### config.mk
export PLATFORM = sky130hd
export DESIGN_NAME = match_ctrl
export DESIGN_NICKNAME = d
export VERILOG_FILES = /design/src/rtl/match_pkg.sv /design/src/rtl/match_ctrl_sec_tick_gen.sv /design/src/rtl/match_ctrl.sv
export SDC_FILE = /design/constraint.sdc
export NUM_CORES = 1
export LEC_CHECK = 0
export CAP_MARGIN = 40
export CORE_ASPECT_RATIO = 1.25
export CORE_MARGIN = 10
export CORE_UTILIZATION = 30
export CTS_CLUSTER_DIAMETER = 100
export DETAILED_ROUTE_END_ITERATION = 8
export PLACE_DENSITY = 0.59
export SYNTH_ARGS = -nofsm -noshare
export SYNTH_HDL_FRONTEND = slang
export SYNTH_HIERARCHICAL = 1
export SYNTH_SLANG_ARGS = --single-unit
### constraint.sdc
create_clock -name clk -period 9.85 [get_ports clk]
set_input_delay 1.97 -clock clk [delete_from_list [all_inputs] [get_ports clk]]
set_output_delay 1.97 -clock clk [all_outputs]
set_load 0.03 [all_outputs]
### src/rtl/match_pkg.sv
`default_nettype none
// +----------------------------------------------------------------------------+
// | match_pkg                                                                  |
// | Phase and winner encodings plus small scoring helpers for match_ctrl.      |
// | Revision: 1.0                                                              |
// +----------------------------------------------------------------------------+
package match_pkg;

  localparam logic [2:0] c_PH_IDLE       = 3'd0;
  localparam logic [2:0] c_PH_COUNTDOWN  = 3'd1;
  localparam logic [2:0] c_PH_FIGHT      = 3'd2;
  localparam logic [2:0] c_PH_ROUND_END  = 3'd3;
  localparam logic [2:0] c_PH_MATCH_OVER = 3'd4;

  localparam logic [1:0] c_WIN_NONE = 2'b00;
  localparam logic [1:0] c_WIN_P1   = 2'b01;
  localparam logic [1:0] c_WIN_P2   = 2'b11;
  localparam logic [1:0] c_WIN_DRAW = 2'b10;

  // Larger value wins; a tie is a draw. Shared by health and wins comparison.
  function automatic logic [1:0] pick_winner(input logic [3:0] a, input logic [3:0] b);
    if (a > b)      return c_WIN_P1;
    else if (b > a) return c_WIN_P2;
    else            return c_WIN_DRAW;
  endfunction

  function automatic logic [1:0] inc_sat(input logic [1:0] v);
    return (v == 2'd3) ? v : v + 2'd1;
  endfunction

endpackage
`default_nettype wire

### src/rtl/match_ctrl_sec_tick_gen.sv
`default_nettype none
// +----------------------------------------------------------------------------+
// | sec_tick_gen                                                               |
// | One-cycle tick every TICK_DIV clocks, restartable by a synchronous clear.  |
// | Revision: 1.0                                                              |
// +----------------------------------------------------------------------------+
module sec_tick_gen #(
  parameter int TICK_DIV = 100_000_000
) (
  input  logic clk,
  input  logic reset,
  input  logic clr,
  output logic tick
);

  localparam int            CW     = (TICK_DIV > 1) ? $clog2(TICK_DIV) : 1;
  localparam logic [CW-1:0] c_LAST = CW'(TICK_DIV - 1);

  logic [CW-1:0] r_cnt;

  always_ff @(posedge clk) begin
    if (!reset || clr || (r_cnt == c_LAST)) begin
      r_cnt <= '0;
    end else begin
      r_cnt <= r_cnt + CW'(1);
    end
  end

  assign tick = (r_cnt == c_LAST);

endmodule
`default_nettype wire

### src/rtl/match_ctrl.sv
`default_nettype none
// +----------------------------------------------------------------------------+
// | match_ctrl                                                                 |
// | Best-of-N round/match sequencer wrapped around the fighting game core.     |
// | Revision: 1.0                                                              |
// +----------------------------------------------------------------------------+
module match_ctrl #(
  parameter int TICK_DIV          = 100_000_000,
  parameter int COUNTDOWN_SECONDS = 3,
  parameter int ROUND_SECONDS     = 60,
  parameter int BANNER_SECONDS    = 3,
  parameter int WINS_NEEDED       = 2,
  parameter int MAX_ROUNDS        = 5
) (
  input  logic       clk,
  input  logic       reset,
  input  logic       start_btn,
  input  logic [6:0] p1_btns,
  input  logic [6:0] p2_btns,
  input  logic [1:0] finish,
  input  logic [3:0] p1_health,
  input  logic [3:0] p2_health,
  output logic [6:0] p1_inputs,
  output logic [6:0] p2_inputs,
  output logic       game_rst_n,
  output logic [2:0] phase,
  output logic [3:0] countdown,
  output logic [6:0] time_left,
  output logic [2:0] round_num,
  output logic [1:0] p1_wins,
  output logic [1:0] p2_wins,
  output logic [1:0] round_winner,
  output logic [1:0] match_winner
);

  import match_pkg::*;

  localparam logic [3:0] c_CD_INIT     = 4'(COUNTDOWN_SECONDS);
  localparam logic [6:0] c_RND_INIT    = 7'(ROUND_SECONDS);
  localparam logic [6:0] c_BANNER_INIT = 7'(BANNER_SECONDS);
  localparam logic [1:0] c_WINS        = 2'(WINS_NEEDED);
  localparam logic [2:0] c_MAX_RND     = 3'(MAX_ROUNDS);

  logic [2:0] r_phase,        w_phase_nxt;
  logic [3:0] r_countdown,    w_countdown_nxt;
  logic [6:0] r_time_left,    w_time_left_nxt;
  logic [2:0] r_round_num,    w_round_num_nxt;
  logic [1:0] r_p1_wins,      w_p1_wins_nxt;
  logic [1:0] r_p2_wins,      w_p2_wins_nxt;
  logic [1:0] r_round_winner, w_round_winner_nxt;
  logic [1:0] r_match_winner, w_match_winner_nxt;
  logic [6:0] r_banner,       w_banner_nxt;
  logic       r_game_rst_n;
  logic       r_start_prev;

  logic       w_start_edge;
  logic       w_tick;
  logic       w_phase_clr;
  logic       w_match_done;
  logic [1:0] w_result;

  assign w_start_edge = start_btn & ~r_start_prev;
  assign w_phase_clr  = (w_phase_nxt != r_phase);

  sec_tick_gen #(
    .TICK_DIV (TICK_DIV)
  ) u_sec_tick (
    .clk   (clk),
    .reset (reset),
    .clr   (w_phase_clr),
    .tick  (w_tick)
  );

  // A KO reported by the game outranks the health comparison used on timeout.
  assign w_result     = finish[0] ? finish : pick_winner(p1_health, p2_health);
  assign w_match_done = (r_p1_wins >= c_WINS) || (r_p2_wins >= c_WINS) ||
                        (r_round_num >= c_MAX_RND);

  always_comb begin
    w_phase_nxt        = r_phase;
    w_countdown_nxt    = r_countdown;
    w_time_left_nxt    = r_time_left;
    w_round_num_nxt    = r_round_num;
    w_p1_wins_nxt      = r_p1_wins;
    w_p2_wins_nxt      = r_p2_wins;
    w_round_winner_nxt = r_round_winner;
    w_match_winner_nxt = r_match_winner;
    w_banner_nxt       = r_banner;

    case (r_phase)
      c_PH_IDLE, c_PH_MATCH_OVER: begin
        if (w_start_edge) begin
          w_phase_nxt        = c_PH_COUNTDOWN;
          w_countdown_nxt    = c_CD_INIT;
          w_round_num_nxt    = 3'd1;
          w_p1_wins_nxt      = 2'd0;
          w_p2_wins_nxt      = 2'd0;
          w_round_winner_nxt = c_WIN_NONE;
          w_match_winner_nxt = c_WIN_NONE;
        end
      end

      c_PH_COUNTDOWN: begin
        if (w_tick) begin
          if (r_countdown <= 4'd1) begin
            w_phase_nxt     = c_PH_FIGHT;
            w_countdown_nxt = 4'd0;
            w_time_left_nxt = c_RND_INIT;
          end else begin
            w_countdown_nxt = r_countdown - 4'd1;
          end
        end
      end

      c_PH_FIGHT: begin
        if (finish[0] || (w_tick && (r_time_left <= 7'd1))) begin
          w_phase_nxt        = c_PH_ROUND_END;
          w_round_winner_nxt = w_result;
          w_banner_nxt       = c_BANNER_INIT;
          if (!finish[0]) begin
            w_time_left_nxt = 7'd0;
          end
          if (w_result == c_WIN_P1) begin
            w_p1_wins_nxt = inc_sat(r_p1_wins);
          end
          if (w_result == c_WIN_P2) begin
            w_p2_wins_nxt = inc_sat(r_p2_wins);
          end
        end else if (w_tick) begin
          w_time_left_nxt = r_time_left - 7'd1;
        end
      end

      c_PH_ROUND_END: begin
        if (w_tick) begin
          if (r_banner > 7'd1) begin
            w_banner_nxt = r_banner - 7'd1;
          end else if (w_match_done) begin
            w_phase_nxt        = c_PH_MATCH_OVER;
            w_match_winner_nxt = pick_winner({2'b00, r_p1_wins}, {2'b00, r_p2_wins});
          end else begin
            w_phase_nxt        = c_PH_COUNTDOWN;
            w_countdown_nxt    = c_CD_INIT;
            w_round_num_nxt    = r_round_num + 3'd1;
            w_round_winner_nxt = c_WIN_NONE;
          end
        end
      end

      default: begin
        w_phase_nxt = c_PH_IDLE;
      end
    endcase
  end

  always_ff @(posedge clk) begin
    if (!reset) begin
      r_phase        <= c_PH_IDLE;
      r_countdown    <= 4'd0;
      r_time_left    <= 7'd0;
      r_round_num    <= 3'd0;
      r_p1_wins      <= 2'd0;
      r_p2_wins      <= 2'd0;
      r_round_winner <= c_WIN_NONE;
      r_match_winner <= c_WIN_NONE;
      r_banner       <= 7'd0;
      r_game_rst_n   <= 1'b0;
      // Treat the button as already pressed so holding it through reset cannot start a match.
      r_start_prev   <= 1'b1;
    end else begin
      r_phase        <= w_phase_nxt;
      r_countdown    <= w_countdown_nxt;
      r_time_left    <= w_time_left_nxt;
      r_round_num    <= w_round_num_nxt;
      r_p1_wins      <= w_p1_wins_nxt;
      r_p2_wins      <= w_p2_wins_nxt;
      r_round_winner <= w_round_winner_nxt;
      r_match_winner <= w_match_winner_nxt;
      r_banner       <= w_banner_nxt;
      r_game_rst_n   <= (w_phase_nxt == c_PH_FIGHT) || (w_phase_nxt == c_PH_ROUND_END) ||
                        (w_phase_nxt == c_PH_MATCH_OVER);
      r_start_prev   <= start_btn;
    end
  end

  assign p1_inputs    = (r_phase == c_PH_FIGHT) ? p1_btns : 7'd0;
  assign p2_inputs    = (r_phase == c_PH_FIGHT) ? p2_btns : 7'd0;
  assign game_rst_n   = r_game_rst_n;
  assign phase        = r_phase;
  assign countdown    = r_countdown;
  assign time_left    = r_time_left;
  assign round_num    = r_round_num;
  assign p1_wins      = r_p1_wins;
  assign p2_wins      = r_p2_wins;
  assign round_winner = r_round_winner;
  assign match_winner = r_match_winner;

endmodule
`default_nettype wire

==> results of run 1 <==
==> synthesized netlist by cell type (7+ instances only) <==
library cell  instances  area [um^2]
a21oi_1              24        120.1
a31oi_1               9        56.30
and2_1               16        100.1
clkbuf_1             11        41.29
dfxtp_1              61         1221
ha_1                 19        237.7
inv_1                26        97.59
mux2i_1               7        70.07
nand2_1              30        112.6
nand3_1              14        70.07
nand4_1              17        106.4
nor2_1               40        150.1
nor2b_1               7        43.79
nor3_1               12        60.06
nor4_1                7        43.79
o21ai_0               8        40.04
or3_1                10        62.56
xnor2_1              11        96.34
xor2_1                7        61.31
==> layout by cell type (no fill, tap or decap), types with 5 or more instances in the layout <==
cell type / n
or3_1: 10
and2_1: 16
a31oi_1: 9
nor2_1: 40
or4_1: 5
nor4_1: 7
nand3b_1: 5
inv_1: 26
clkinv_2: 5
a21oi_1: 24
dfxtp_1: 61
clkdlybuf4s50_1: 66
nand2_1: 30
nand2b_1: 5
nand3_1: 14
o21ai_0: 8
xnor2_1: 11
mux2i_1: 7
nand4_1: 17
nor2b_1: 7
xor2_1: 7
clkbuf_16: 9
nor3_1: 12
or2_2: 5
ha_1: 19
==> sequential cells by signal (all words and copies together) (netlist names), 2 cells and up <==
register	flops
p1_wins	2
match_winner	2
u_sec_tick/r_cnt	27
countdown	4
p2_wins	2
r_banner	7
phase	3
round_num	3
round_winner	2
time_left	7
==> critical path, cell delays in order <==
cell and delay (ns):
clkdlybuf4s50_1 0.45, and2_1 0.12, clkdlybuf4s50_1 0.67
==> metrics by stage <==
stage / area (um^2) / hold slack (ns) / total power, mW / setup slack [ns] / instances
6_report: 4765 / 0.4771 / 0.5910 / 4.662 / 666
2_1_floorplan: 3651 / 0.4370 / 0.2784 / 5.634 / 432
5_1_grt: 4765 / 0.5146 / 0.6149 / 4.611 / 666
3_3_place_gp: 4454 / 0.4514 / 0.2949 / 4.662 / 649
3_5_place_dp: 4484 / 0.4771 / 0.2966 / 4.649 / 651
4_1_cts: 4765 / 0.4842 / 0.5987 / 4.647 / 666
==> kinds of logic (layout without fill, tap and decap cells) <==
| group | count (synthesis) | count (layout) | share of synthesized area (%) |
|---|---|---|---|
| xor+xnor | 18 | 18 | 4.318 |
| fa+ha+maj | 19 | 19 | 6.511 |
| simple gates | 201 | 201 | 32.21 |
| mux | 7 | 7 | 1.919 |
| buf+inv | 42 | 112 | 5.003 |
| compound gates | 84 | 84 | 16.59 |
| flops | 61 | 61 | 33.45 |
==> power by group <==
part           switching, mW  internal (mW)  leakage (nW)
Clock                  0.108          0.192         0.145
Combinational         0.0185         0.0198          1.11
Sequential           0.00365          0.249         0.492
Total                  0.130          0.461          1.75
==> how the worst max path moves through the flow <==
| stage | endpoint | slack (ns) | startpoint |
|---|---|---|---|
| after floorplan | p1_inputs[0] | 5.63 | p1_btns[0] |
| after global placement | p1_inputs[2] | 4.66 | p1_btns[2] |
| after detailed placement | p1_inputs[1] | 4.65 | p1_btns[1] |
| after CTS | p2_inputs[2] | 4.65 | p2_btns[2] |
| after global routing | p2_inputs[2] | 4.61 | p2_btns[2] |
| final | p1_inputs[1] | 4.66 | p1_btns[1] |
==> layer usage <==
layer	vias up	share of wire, %	GRT usage (%)
met4	0	1.6	4.314
met1	1610	45	13.45
met2	73	50	20.85
met5	-	0	0
met3	13	3.8	2.512
li1	1712	-	-
==> area by class of cell <==
class | instances | area, um^2
fillers | 1260 | 7284
multi-input cells | 329 | 2247
flip-flops and latches | 61 | 1221
repair buffers | 71 | 713.2
clock buffers | 9 | 225.2
well taps | 164 | 205.2
inverters | 26 | 97.59
clock inverters | 6 | 55.05
==> results.yml, run 1 <==
worst_setup_path:
  r2r_end: "u_sec_tick/r_cnt[20]"
  crit_path_end_kind: "output pin"
  critPathKind: "primary input to output pin"
  crit_fanout: 1
  r2r-start: "u_sec_tick/r_cnt[11]"
  critical_path_arrival_ns: 3.22
  cp.required_ns: 7.88
  worst_r2r_path_depth: 12
  rrSetupSlack_ns: 6.07
  critPathLaunchType: "primary input"
timing:
  rsz0062_at_grt: "no"
  final.setup.tns_ns: 0
  timing.final.crit_share_pct: 52.67
  hold_viol: 0
  slew_violations: 0
  fin_skew_ns: 0.006862
  fin_crit_ns: 5.188
  finalSetupViolations: 0
  max_slew_margin_pct: 44.55
  tightest_slew_ns: 0.8241
  fmax_ghz: 0.1927
synthesis:
  synth_edf_count: 0
  yosysUniqueCellTypes: 65
  async_reset_ff_share_pct: 0
  syn_inst: 432
  synth_flop_cell: "dfxtp_1"
  syn-cell-area_um2: 3651
  avgSynthCellArea_um2: 8.451
  ys_seq_elements: 61
  synth_seq_area_share_pct: 33.45
  yosys_warnings: 6
  syn_nets: 478
clocking:
  clkLatencyLatePin_ns: 0.33
  cts_tree: "built"
  clk_pin_slew_ns: 0.05
  cts.hold.buffers_added: 0
  numCtsBuffers: 9
  postCtsSetupBuffers: 0
  htreeDepth: 3
  cts_buffer_depth: 2
  root_buffer: "clkbuf_16"
  clock-sinks: 61
  post_cts_resized: 0
detailed_routing:
  routed_wl_um: 9812
  routed_via_density: 5.117
  dr.pass1.iters: 4
  drt_iter0_drc: 150
  routedWlPerCell_um: 14.73
  vias: 3408
  drtAntennaViolNets: 0
  drc: 0
final_layout:
  post_route_cells_drive_above_1_share_pct: 9.562
  area_delta_synth_final_pct: 30.50
  finalCoreUtilization_pct: 39.54
  final_nets: 544
  antenna_cells: 0
global_routing:
  grt_overflow: 0
  grt_pass1_wl_um: 16770
  grt_max_degree: 25
  antenna_found_initial: 0
  grtUsageTotal_pct: 11.70
  grt_pass1_vias: 3459
floorplan:
  chipHeight_um: 143.3
  fp-row-count: 45
  io_pins: 67
  core_area_um2: 12050
  start_util_pct: 30.30
  die_w_um: 118.7
  dieArea_um2: 17010
min_path:
  hold_depth: 2
  hold_class: "register to register"
  min_to: "match_winner[0]"
  hold_start: "match_winner[0]"
place:
  port_buffers: 66
  place.gp.congestion: 0.7679
  dpl.hpwl_um: 7462
power:
  power.density_nw_per_um2: 124.0
  p_leak_nw: 1.749
  vdd_drop_max_uv: 86.48
outcome:
  status: "finished, final reports clean"
flow_run:
  cap_violations: 0
(Power assumes the default switching activity.)
==> run 2: changes to the inputs <==
- PLACE_DENSITY: 0.59 -> 0.6
- clock period: 9.85 -> 4.6 ns (I/O delays scaled with it)
==> results.yml, run 2 (synthesized netlist as in run 1, its figures left out) <==
detailed_routing:
  routed_wl_um: 9994
  vias: 3450
  drtAntennaViolNets: 0
  drc: 0
  routedWlPerCell_um: 14.98
  routed_via_density: 5.172
  drt_iter0_drc: 205
  dr.pass1.iters: 4
floorplan:
  start_util_pct: 30.30
  io_pins: 67
  die_w_um: 118.7
  chipHeight_um: 143.3
  fp-row-count: 45
  core_area_um2: 12050
  dieArea_um2: 17010
clocking:
  post_cts_resized: 0
  clock-sinks: 61
  cts_buffer_depth: 2
  htreeDepth: 3
  postCtsSetupBuffers: 0
  numCtsBuffers: 9
  cts_tree: "built"
  root_buffer: "clkbuf_16"
  clk_pin_slew_ns: 0.05
  clkLatencyLatePin_ns: 0.34
  cts.hold.buffers_added: 0
timing:
  timing.final.crit_share_pct: 79.19
  tightest_slew_ns: 0.8914
  hold_viol: 0
  hold_slack_ns: 0.4684
  fin_crit_ns: 3.643
  finalSetupViolations: 0
  timing.final.ws_setup_ns: 0.9574
  fmax_ghz: 0.2745
  rsz0062_at_grt: "no"
  final.setup.tns_ns: 0
  slew_violations: 0
  max_slew_margin_pct: 40.02
  fin_skew_ns: 0.009844
worst_setup_path:
  crit_path_end_kind: "register"
  critPathLaunchType: "register"
  critical_path_arrival_ns: 3.86
  cp.required_ns: 4.82
  crit_fanout: 13
  critPathKind: "register to register"
final_layout:
  final_common_cell: "clkdlybuf4s50_1"
  final_nets: 544
  stdcell_area_um2: 4767
  post_route_cells_drive_above_1_share_pct: 9.344
  antenna_cells: 0
  regMostFlops: "u_sec_tick/r_cnt"
  area_delta_synth_final_pct: 30.57
  layout_common_cells: "66 x clkdlybuf4s50_1, 61 x dfxtp_1, 40 x nor2_1, 30 x nand2_1, 26 x inv_1"
  largest_register_ff_count: 27
global_routing:
  grt_pass1_vias: 3377
  grt_max_degree: 28
  grt_overflow: 0
  grt_pass1_wl_um: 16720
  antenna_found_initial: 0
  grtUsageTotal_pct: 11.83
power:
  total_power_mw: 1.299
  power.density_nw_per_um2: 272.4
  p_leak_nw: 1.744
  vdd_drop_max_uv: 152.9
place:
  placed_area_um2: 4473
  pre_cts_slack_ns: 0.9396
  port_buffers: 66
  place.gp.congestion: 0.8380
  dpl.hpwl_um: 7558
flow_run:
  cap_violations: 0
outcome:
  status: "finished, final reports clean"
min_path:
  hold_class: "register to register"
==> run 2: cell count changes in the layout (fill, tap and decap cells not counted) <==
| cell | previous run | this run |
|---|---|---|
| buf_8 | 2 | 0 |
| buf_6 | 0 | 1 |
| buf_4 | 3 | 4 |
| clkinv_2 | 5 | 2 |
| clkinvlp_4 | 0 | 1 |
| clkbuf_1 | 0 | 2 |
| clkbuf_8 | 0 | 1 |
==> run 2: report_power, final <==
group	internal (mW)	switching, mW	total (mW)
registers	0.534	0.00753	0.541
logic	0.0418	0.0412	0.0830
clock network	0.432	0.242	0.674
==> run 2: path summary, 6_finish.rpt <==
check	slack [ns]	to	cells after the start	from
min	0.47	match_winner[0]	2	match_winner[0]
max	0.96	u_sec_tick/r_cnt[0]	12	u_sec_tick/r_cnt[12]
min reg2reg	0.47	match_winner[0]	2	match_winner[0]
max reg2reg	0.96	u_sec_tick/r_cnt[0]	12	u_sec_tick/r_cnt[12]
==> run 2: area by class of cell <==
class,instances,area (um^2)
clock buffer,12,246.5
clock inverter,4,47.55
fill,1248,7282
inverter,26,97.59
multi-input combinational,329,2247
sequential,61,1221
tap,164,205.2
timing repair buffer,71,701.9
==> run 2: per-layer routing <==
metal,global-route usage [%],up-vias,routed length [um],part of all wire (%)
li1,-,1715,-,-
met1,13.67,1613,4486,45
met2,20.38,110,4800,48
met3,3.100,12,531,5.3
met4,4.765,0,175,1.8
met5,0,-,0,0
==> run 2: through the flow <==
step / instances / util, %
global placement: 650 / 37.03
detailed placement: 651 / 37.12
CTS: 667 / 39.56
floorplan: 432 / -
finish: 667 / 39.56
global route: 667 / 39.56
==> run 2: worst max-delay path, stage by stage (launching register included) <==
cell,delay (ns)
dfxtp_1,0.34
or4_1,0.53
or4_4,0.57
nor3_1,0.22
buf_4,0.19
nor4b_1,0.24
o2111ai_1,0.41
and2_1,0.33
o2111ai_1,0.11
inv_1,0.11
o311ai_4,0.17
buf_6,0.24
nor2_1,0.05
==> run 3: changes to the inputs <==
- clock period: 4.6 -> 2.95 ns (I/O delays scaled with it)
==> results.yml, run 3 (synthesized netlist as in run 1, its figures left out) <==
timing:
  rsz0062_at_grt: "no"
  tightest_slew_ns: 0.8559
  finalSetupViolations: 0
  fin_crit_ns: 2.818
  final.setup.tns_ns: 0
  hold_viol: 0
  timing.final.crit_share_pct: 95.52
  slew_violations: 0
  fmax_ghz: 0.3549
  fin_skew_ns: 0.003408
  max_slew_margin_pct: 42.42
worst_setup_path:
  critPathKind: "register to register"
  crit_path_end_kind: "register"
  crit_fanout: 4
  cp.required_ns: 3.17
  rrSetupSlack_ns: 0.13
  r2r-start: "u_sec_tick/r_cnt[12]"
  worst_r2r_path_depth: 8
  critPathLaunchType: "register"
  critical_path_arrival_ns: 3.04
  r2r_end: "p2_wins[0]"
power:
  p_leak_nw: 1.958
  power.density_nw_per_um2: 399.3
  total_power_mw: 2.033
  vdd_drop_max_uv: 221.2
place:
  placed_area_um2: 4765
  dp.cells: 683
  port_buffers: 66
  place.gp.congestion: 0.8039
  dpl.hpwl_um: 8353
final_layout:
  final_nets: 578
  layout_common_cells: "66 x clkdlybuf4s50_1, 60 x dfxtp_1, 40 x nor2_1, 37 x buf_4, 30 x nand2_1"
  area_delta_synth_final_pct: 39.48
  stdcell_area_um2: 5092
  layout.cells.non_filler: 701
  final_common_cell: "clkdlybuf4s50_1"
  finalCoreUtilization_pct: 42.26
  largest_register_ff_count: 27
  regMostFlops: "u_sec_tick/r_cnt"
  antenna_cells: 0
  post_route_cells_drive_above_1_share_pct: 16.20
clocking:
  root_buffer: "clkbuf_16"
  numCtsBuffers: 9
  clock-sinks: 61
  htreeDepth: 3
  cts_tree: "built"
  clkLatencyLatePin_ns: 0.34
  cts_buffer_depth: 2
  cts.hold.buffers_added: 0
  clk_pin_slew_ns: 0.05
global_routing:
  grt_max_degree: 21
  grt_pass1_vias: 3588
  grt_overflow: 0
  antenna_found_initial: 0
  grtUsageTotal_pct: 12.73
  grt_pass1_wl_um: 17570
floorplan:
  core_area_um2: 12050
  dieArea_um2: 17010
  io_pins: 67
  chipHeight_um: 143.3
  die_w_um: 118.7
  fp-row-count: 45
  start_util_pct: 30.30
flow_run:
  cap_violations: 0
detailed_routing:
  drt_iter0_drc: 171
  dr.pass1.iters: 5
  routed_wl_um: 10690
  drtAntennaViolNets: 0
  vias: 3550
  drc: 0
  routedWlPerCell_um: 15.25
  routed_via_density: 5.064
outcome:
  status: "finished, final reports clean"
min_path:
  hold_start: "match_winner[0]"
  hold_class: "register to register"
  hold_depth: 2
  min_to: "match_winner[0]"
run 3: critical path: stages, from the launching register on:
cell and delay (ns):
dfxtp_1 0.31, or4_1 0.53, or4_4 0.45, nor3_4 0.15, nor4b_4 0.26, o2111ai_4 0.18, a22o_1 0.30, or3_4 0.40
mux2i_1 0.12
run 3: worst max path at each step:
stage | startpoint | endpoint | cells after the start
floorplan | u_sec_tick/r_cnt[12] | p2_wins[1] | 9
detailed placement | u_sec_tick/r_cnt[12] | u_sec_tick/r_cnt[25] | 11
finish | u_sec_tick/r_cnt[12] | p2_wins[0] | 8
CTS | u_sec_tick/r_cnt[12] | u_sec_tick/r_cnt[25] | 11
global placement | u_sec_tick/r_cnt[12] | u_sec_tick/r_cnt[25] | 11
global route | u_sec_tick/r_cnt[12] | u_sec_tick/r_cnt[21] | 11
run 3: layout make-up:
type                            instances  area [um^2]
Fill cell                            1202         6957
Multi-Input combinational cell        329         2296
Sequential cell                        61         1222
Timing Repair Buffer                  105        978.4
Clock buffer                           11        242.7
Tap cell                              164        205.2
Inverter                               26        97.59
Clock inverter                          5        50.05
run 3: report_power, final:
group	total [mW]	leakage (nW)	switching [mW]	internal [mW]
logic	0.149	1.32	0.0710	0.0782
registers	0.841	0.493	0.00832	0.832
clock network	1.04	0.149	0.374	0.670
run 3: per-layer routing:
metal  track usage, %  routed length [um]  vias up
met5                0                   0        -
met4            6.954                 262        0
met3            3.061                 502       19
met2            22.35                5431       98
met1            13.88                4495     1649
li1                 -                   -     1784
run 3: per-stage QoR:
step	setup WS, ns	hold WS (ns)
detailed placement	0.08984	0.4764
global route	0.006151	0.5266
finish	0.1320	0.4766
global placement	0.09338	0.4698
floorplan	0.02601	0.4370
CTS	0.05636	0.4838
run 3: timing repair:
action / CTS / global route
setup buffers: 0 / 2
setup endpoints to repair: 0 / 26
hold endpoints to repair: 0 / 0
gates resized for setup: 0 / 3
